[src/rtl/ps2_rx.sv]
// PS/2 device-to-host frame receiver: synchronizes and deglitches the bus clock, then shifts in
// start/data/parity/stop bits and reports each frame as a good byte, parity error, frame error or timeout.
module ps2_rx #(
    parameter int unsigned FILTER_LEN     = 8,
    parameter int unsigned TIMEOUT_CYCLES = 20000
) (
    input  logic       clk_i,
    input  logic       reset_i,
    input  logic       rx_en_i,
    input  logic       ps2c_i,
    input  logic       ps2d_i,
    output logic [7:0] rx_data_o,
    output logic       rx_done_o,
    output logic       parity_err_o,
    output logic       frame_err_o,
    output logic       timeout_o,
    output logic       idle_o
);

    localparam int unsigned TmoW = $clog2(TIMEOUT_CYCLES + 1);

    typedef enum logic [1:0] {StIdle, StData, StParity, StStop} state_e;

    logic                  ps2c_s1_q, ps2c_s2_q, ps2d_s1_q, ps2d_s2_q;
    logic [FILTER_LEN-1:0] filt_q, filt_d;
    logic                  fclk_q, fclk_d;
    logic                  fall;

    state_e                state_q, state_d;
    logic [2:0]            bit_cnt_q, bit_cnt_d;
    logic [7:0]            shift_q, shift_d;
    logic                  par_q, par_d;
    logic [TmoW-1:0]       tmo_cnt_q, tmo_cnt_d;
    logic [7:0]            rx_data_q, rx_data_d;
    logic                  done_q, done_d;
    logic                  perr_q, perr_d;
    logic                  ferr_q, ferr_d;
    logic                  tmo_q, tmo_d;

    // Filter keeps running regardless of rx_en_i so re-enable never sees a stale edge.
    always_comb begin
        filt_d = {filt_q[FILTER_LEN-2:0], ps2c_s2_q};
        fclk_d = fclk_q;
        if (&filt_d) begin
            fclk_d = 1'b1;
        end else if (~|filt_d) begin
            fclk_d = 1'b0;
        end
        fall = fclk_q & ~fclk_d;
    end

    always_comb begin
        state_d   = state_q;
        bit_cnt_d = bit_cnt_q;
        shift_d   = shift_q;
        par_d     = par_q;
        tmo_cnt_d = tmo_cnt_q;
        rx_data_d = rx_data_q;
        done_d    = 1'b0;
        perr_d    = 1'b0;
        ferr_d    = 1'b0;
        tmo_d     = 1'b0;

        if (!rx_en_i) begin
            state_d   = StIdle;
            bit_cnt_d = '0;
            tmo_cnt_d = '0;
        end else if (state_q == StIdle) begin
            tmo_cnt_d = '0;
            if (fall && !ps2d_s2_q) begin
                state_d   = StData;
                bit_cnt_d = '0;
            end
        end else if (fall) begin
            // An edge beats a simultaneous timeout.
            tmo_cnt_d = '0;
            unique case (state_q)
                StData: begin
                    shift_d   = {ps2d_s2_q, shift_q[7:1]};
                    bit_cnt_d = bit_cnt_q + 3'd1;
                    if (bit_cnt_q == 3'd7) begin
                        state_d = StParity;
                    end
                end
                StParity: begin
                    par_d   = ps2d_s2_q;
                    state_d = StStop;
                end
                StStop: begin
                    state_d = StIdle;
                    if (!ps2d_s2_q) begin
                        ferr_d = 1'b1;
                    end else if (^{shift_q, par_q}) begin
                        rx_data_d = shift_q;
                        done_d    = 1'b1;
                    end else begin
                        perr_d = 1'b1;
                    end
                end
                default: state_d = StIdle;
            endcase
        end else if (tmo_cnt_q >= TmoW'(TIMEOUT_CYCLES - 1)) begin
            tmo_d     = 1'b1;
            tmo_cnt_d = '0;
            state_d   = StIdle;
        end else begin
            tmo_cnt_d = tmo_cnt_q + 1'b1;
        end
    end

    always_ff @(posedge clk_i) begin
        if (reset_i) begin
            ps2c_s1_q <= 1'b1;
            ps2c_s2_q <= 1'b1;
            ps2d_s1_q <= 1'b1;
            ps2d_s2_q <= 1'b1;
            filt_q    <= '1;
            fclk_q    <= 1'b1;
            state_q   <= StIdle;
            bit_cnt_q <= '0;
            shift_q   <= '0;
            par_q     <= 1'b0;
            tmo_cnt_q <= '0;
            rx_data_q <= '0;
            done_q    <= 1'b0;
            perr_q    <= 1'b0;
            ferr_q    <= 1'b0;
            tmo_q     <= 1'b0;
        end else begin
            ps2c_s1_q <= ps2c_i;
            ps2c_s2_q <= ps2c_s1_q;
            ps2d_s1_q <= ps2d_i;
            ps2d_s2_q <= ps2d_s1_q;
            filt_q    <= filt_d;
            fclk_q    <= fclk_d;
            state_q   <= state_d;
            bit_cnt_q <= bit_cnt_d;
            shift_q   <= shift_d;
            par_q     <= par_d;
            tmo_cnt_q <= tmo_cnt_d;
            rx_data_q <= rx_data_d;
            done_q    <= done_d;
            perr_q    <= perr_d;
            ferr_q    <= ferr_d;
            tmo_q     <= tmo_d;
        end
    end

    assign rx_data_o    = rx_data_q;
    assign rx_done_o    = done_q;
    assign parity_err_o = perr_q;
    assign frame_err_o  = ferr_q;
    assign timeout_o    = tmo_q;
    assign idle_o       = (state_q == StIdle);

endmodule

[config.mk]
export PLATFORM = sky130hd
export DESIGN_NAME = ps2_rx
export DESIGN_NICKNAME = d
export VERILOG_FILES = /design/src/rtl/ps2_rx.sv
export SDC_FILE = /design/constraint.sdc
export NUM_CORES = 1
export LEC_CHECK = 0
export CORE_MARGIN = 1
export CORE_UTILIZATION = 30
export CTS_CLUSTER_DIAMETER = 60
export DETAILED_ROUTE_END_ITERATION = 10
export SYNTH_ARGS = -nofsm -noshare
export SYNTH_HDL_FRONTEND = slang
export SYNTH_SLANG_ARGS = --single-unit
[constraint.sdc]
create_clock -name clk_i -period 1.76 [get_ports clk_i]
set_input_delay 0.352 -clock clk_i [delete_from_list [all_inputs] [get_ports clk_i]]
set_output_delay 0.352 -clock clk_i [all_outputs]
set_load 0.01 [all_outputs]
==> results.toml <==
[final_layout]
area_delta_synth_final_pct = 28.7
diodes = 0
nets = 298
mostFrequentLayoutCells = "dfxtp_1, nor2_1, buf_4"
post-route-util_pct = 40.3
drive_gt1_share_pct = 23.8
final_common_cell = "dfxtp_1"
fillCellCount = 719

[global_route]
track_usage_pct = 12.5
grt_pass1_vias = 1704
antenna_found_initial = 0
grt_first_pass_wirelength_um = 7590
grt_max_degree = 23
grt_overflow = 0

[clock_network]
cts_hold_buf = 0
clkSinkCount = 53
clk_latency_ns = 0.30
tritoncts = "built"
clkTransAtPathRegs_ns = 0.10
cts_made_buffers = 5
cts.path.max_buffers = 2
htree_num_levels = 2
cts.root.buffer_cell = "clkbuf_8"

[floorplanning]
io-pin-count = 18
initial_utilization_pct = 31.3
fp.dieH_um = 89.4
fp.coreArea_um2 = 7330
chipWidth_um = 89.4
row_count = 31
die-area_um2 = 8000

[sta]
rsz0062_at_grt = "true"
setup_viol = 17
skew_ns = 0.00839
hold_violations = 0
worst_slack_ns = -0.0760
slew_headroom_pct = 68.5
fmax_ghz = 0.545
fin_crit_sh_pct = 104
worst_slew_pin_slew_ns = 0.470
min_period_ns = 1.84
drv_slew = 0

[drt]
drt_iter0_markers = 39
viasPerCell = 4.38
drtPass1Iterations = 4
finalWirelength_um = 4310
drt.antenna.violating_nets = 0
route.vias.total = 1688
wl_per_cell_um = 11.2
route.detailed.drc = 0

[critical_path]
crit_arrival_ns = 2.07
worstSetupPathType = "reg2reg"
rrSetupSlack_ns = -0.08
crit_fanout = 4
reg2reg_depth = 5
critical_path_required_ns = 1.99
reg2reg_from = "filt_q[4]"
endpoint_kind = "flip-flop"
cp-start-kind = "flip-flop"
r2r-end = "rx_data_o[7]"

[placement]
place.gp.congestion = 0.702
port_buffers = 17
hpwl_um = 3000

[power]
power_density_nw_per_um2 = 673
finalPower_mw = 1.99
vdd_drop_max_mv = 0.354
p_leak_nw = 1.11

[status]
status = "finished, violations left"
failed_checks = "setup timing"

[min_path]
holdCritPathClass = "reg2reg"
holdPathStages = 1
hold_start = "ps2c_s1_q"
hold_end = "ps2c_s2_q"

[logic_synthesis]
async_flop_share_pct = 0
ys_seq_area_share_pct = 46.3
ys_seq_elements = 53
synthCells = 235
synth_ff_type = "dfxtp_1"
synth_warnings = 0
ys_types = 39
syn-num-nets = 248
synth_area_per_cell_um2 = 9.76
synth_edf_count = 0
synth_area_um2 = 2290

[flow_run]
maxCapViolCount = 0
[worst max-delay path: stages (launching register included)]
cell and delay, ns:
dfxtp_1 0.32, or4_4 0.55, nor3_4 0.23, nand4_4 0.15
or3b_1 0.38, a31oi_1 0.14
[per-stage QoR]
| step | area [um^2] | cells | hold WS (ns) | worst slack (ns) | setup TNS [ns] |
|---|---|---|---|---|---|
| 2_1_floorplan | 2300 | 235 | 0.389 | -0.00555 | -0.0490 |
| 3_3_place_gp | 2770 | 373 | 0.394 | -0.0588 | -1.20 |
| 3_5_place_dp | 2770 | 373 | 0.393 | -0.111 | -2.42 |
| 4_1_cts | 2910 | 382 | 0.418 | -0.0957 | -1.14 |
| 5_1_grt | 2950 | 385 | 0.456 | -0.190 | -2.80 |
| 6_report | 2950 | 385 | 0.417 | -0.0760 | -0.745 |
[registers in the layout (all words and copies together) (netlist names), 2 cells and up]
name	flops
filt_q	7
shift_q	8
tmo_cnt_q	15
rx_data_o	8
state_q	2
bit_cnt_q	3
[power breakdown]
group | total (mW) | switching [mW] | leakage, nW | internal [mW]
clock network | 0.718 | 0.398 | 0.0512 | 0.320
registers | 1.21 | 0.00581 | 0.429 | 1.21
logic | 0.0575 | 0.0245 | 0.635 | 0.0330
total | 1.99 | 0.429 | 1.11 | 1.56
[area by class of cell]
class                      instances  area [um^2]  area share, %
clock inverter                     2         13.8          0.466
tap                               99          124           4.20
sequential                        53         1060           36.0
inverter                           7         26.3          0.890
clock buffer                       6         82.6           2.80
timing repair buffer              49          409           13.9
multi-input combinational        169         1230           41.8
[cells by family (layout without fill, tap and decap cells)]
kind of cell / Yosys count / in the layout / share of synthesized area [%]
AO/OA/AOI/OAI: 13 / 14 / 3.93
XOR/XNOR: 21 / 21 / 8.62
adder cells (fa/ha/maj): 8 / 8 / 4.36
buffers and inverters: 14 / 64 / 2.62
flip-flops: 53 / 53 / 46.3
multiplexers: 18 / 18 / 7.86
AND/OR/NAND/NOR: 108 / 108 / 26.4
[Yosys cell counts (2+ instances only)]
cell      instances  area (um^2)
nor2b_1           3         18.8
mux2i_1          18          180
and3_1            3         18.8
o21ai_0           2         10.0
inv_1             7         26.3
ha_1              8          100
nand4b_1          2         17.5
xor2_1            6         52.6
nand3_1           7         35.0
buf_4             2         15.0
or2_2            11         68.8
o32ai_1           2         17.5
nor3_1            5         25.0
a21oi_1           2         10.0
nand4_1           5         31.3
clkbuf_1          5         18.8
nand2_1          13         48.8
dfxtp_1          53         1060
nand2b_1         16          100
xnor2_1          14          123
nor2_1           33          124
[per-layer routing]
metal / GRT usage, % / vias to the layer above / wire [um]
li1: - / 890 / -
met1: 14.7 / 775 / 2060
met2: 22.2 / 19 / 2070
met3: 3.51 / 4 / 131
met4: 3.61 / 0 / 48
met5: 0 / - / 0
[repair_timing]
action,CTS,global route
endpoints found under the hold margin,0,0
buffers inserted,0,3
gates cloned,1,0
resized for setup,7,5
endpoints found under the setup margin,33,38
pin swaps,5,6
[how the worst max path moves through the flow]
stage	startpoint	to	slack, ns	cells after the start
CTS	filt_q[2]	rx_data_o[7]	-0.1	5
detailed placement	filt_q[0]	tmo_cnt_q[9]	-0.11	6
global route	filt_q[4]	rx_data_o[6]	-0.19	5
global placement	filt_q[0]	rx_data_o[3]	-0.06	5
finish	filt_q[4]	rx_data_o[7]	-0.08	5
floorplan	filt_q[4]	tmo_cnt_q[8]	-0.006	7
No activity file was read; power rests on OpenSTA's default activity.
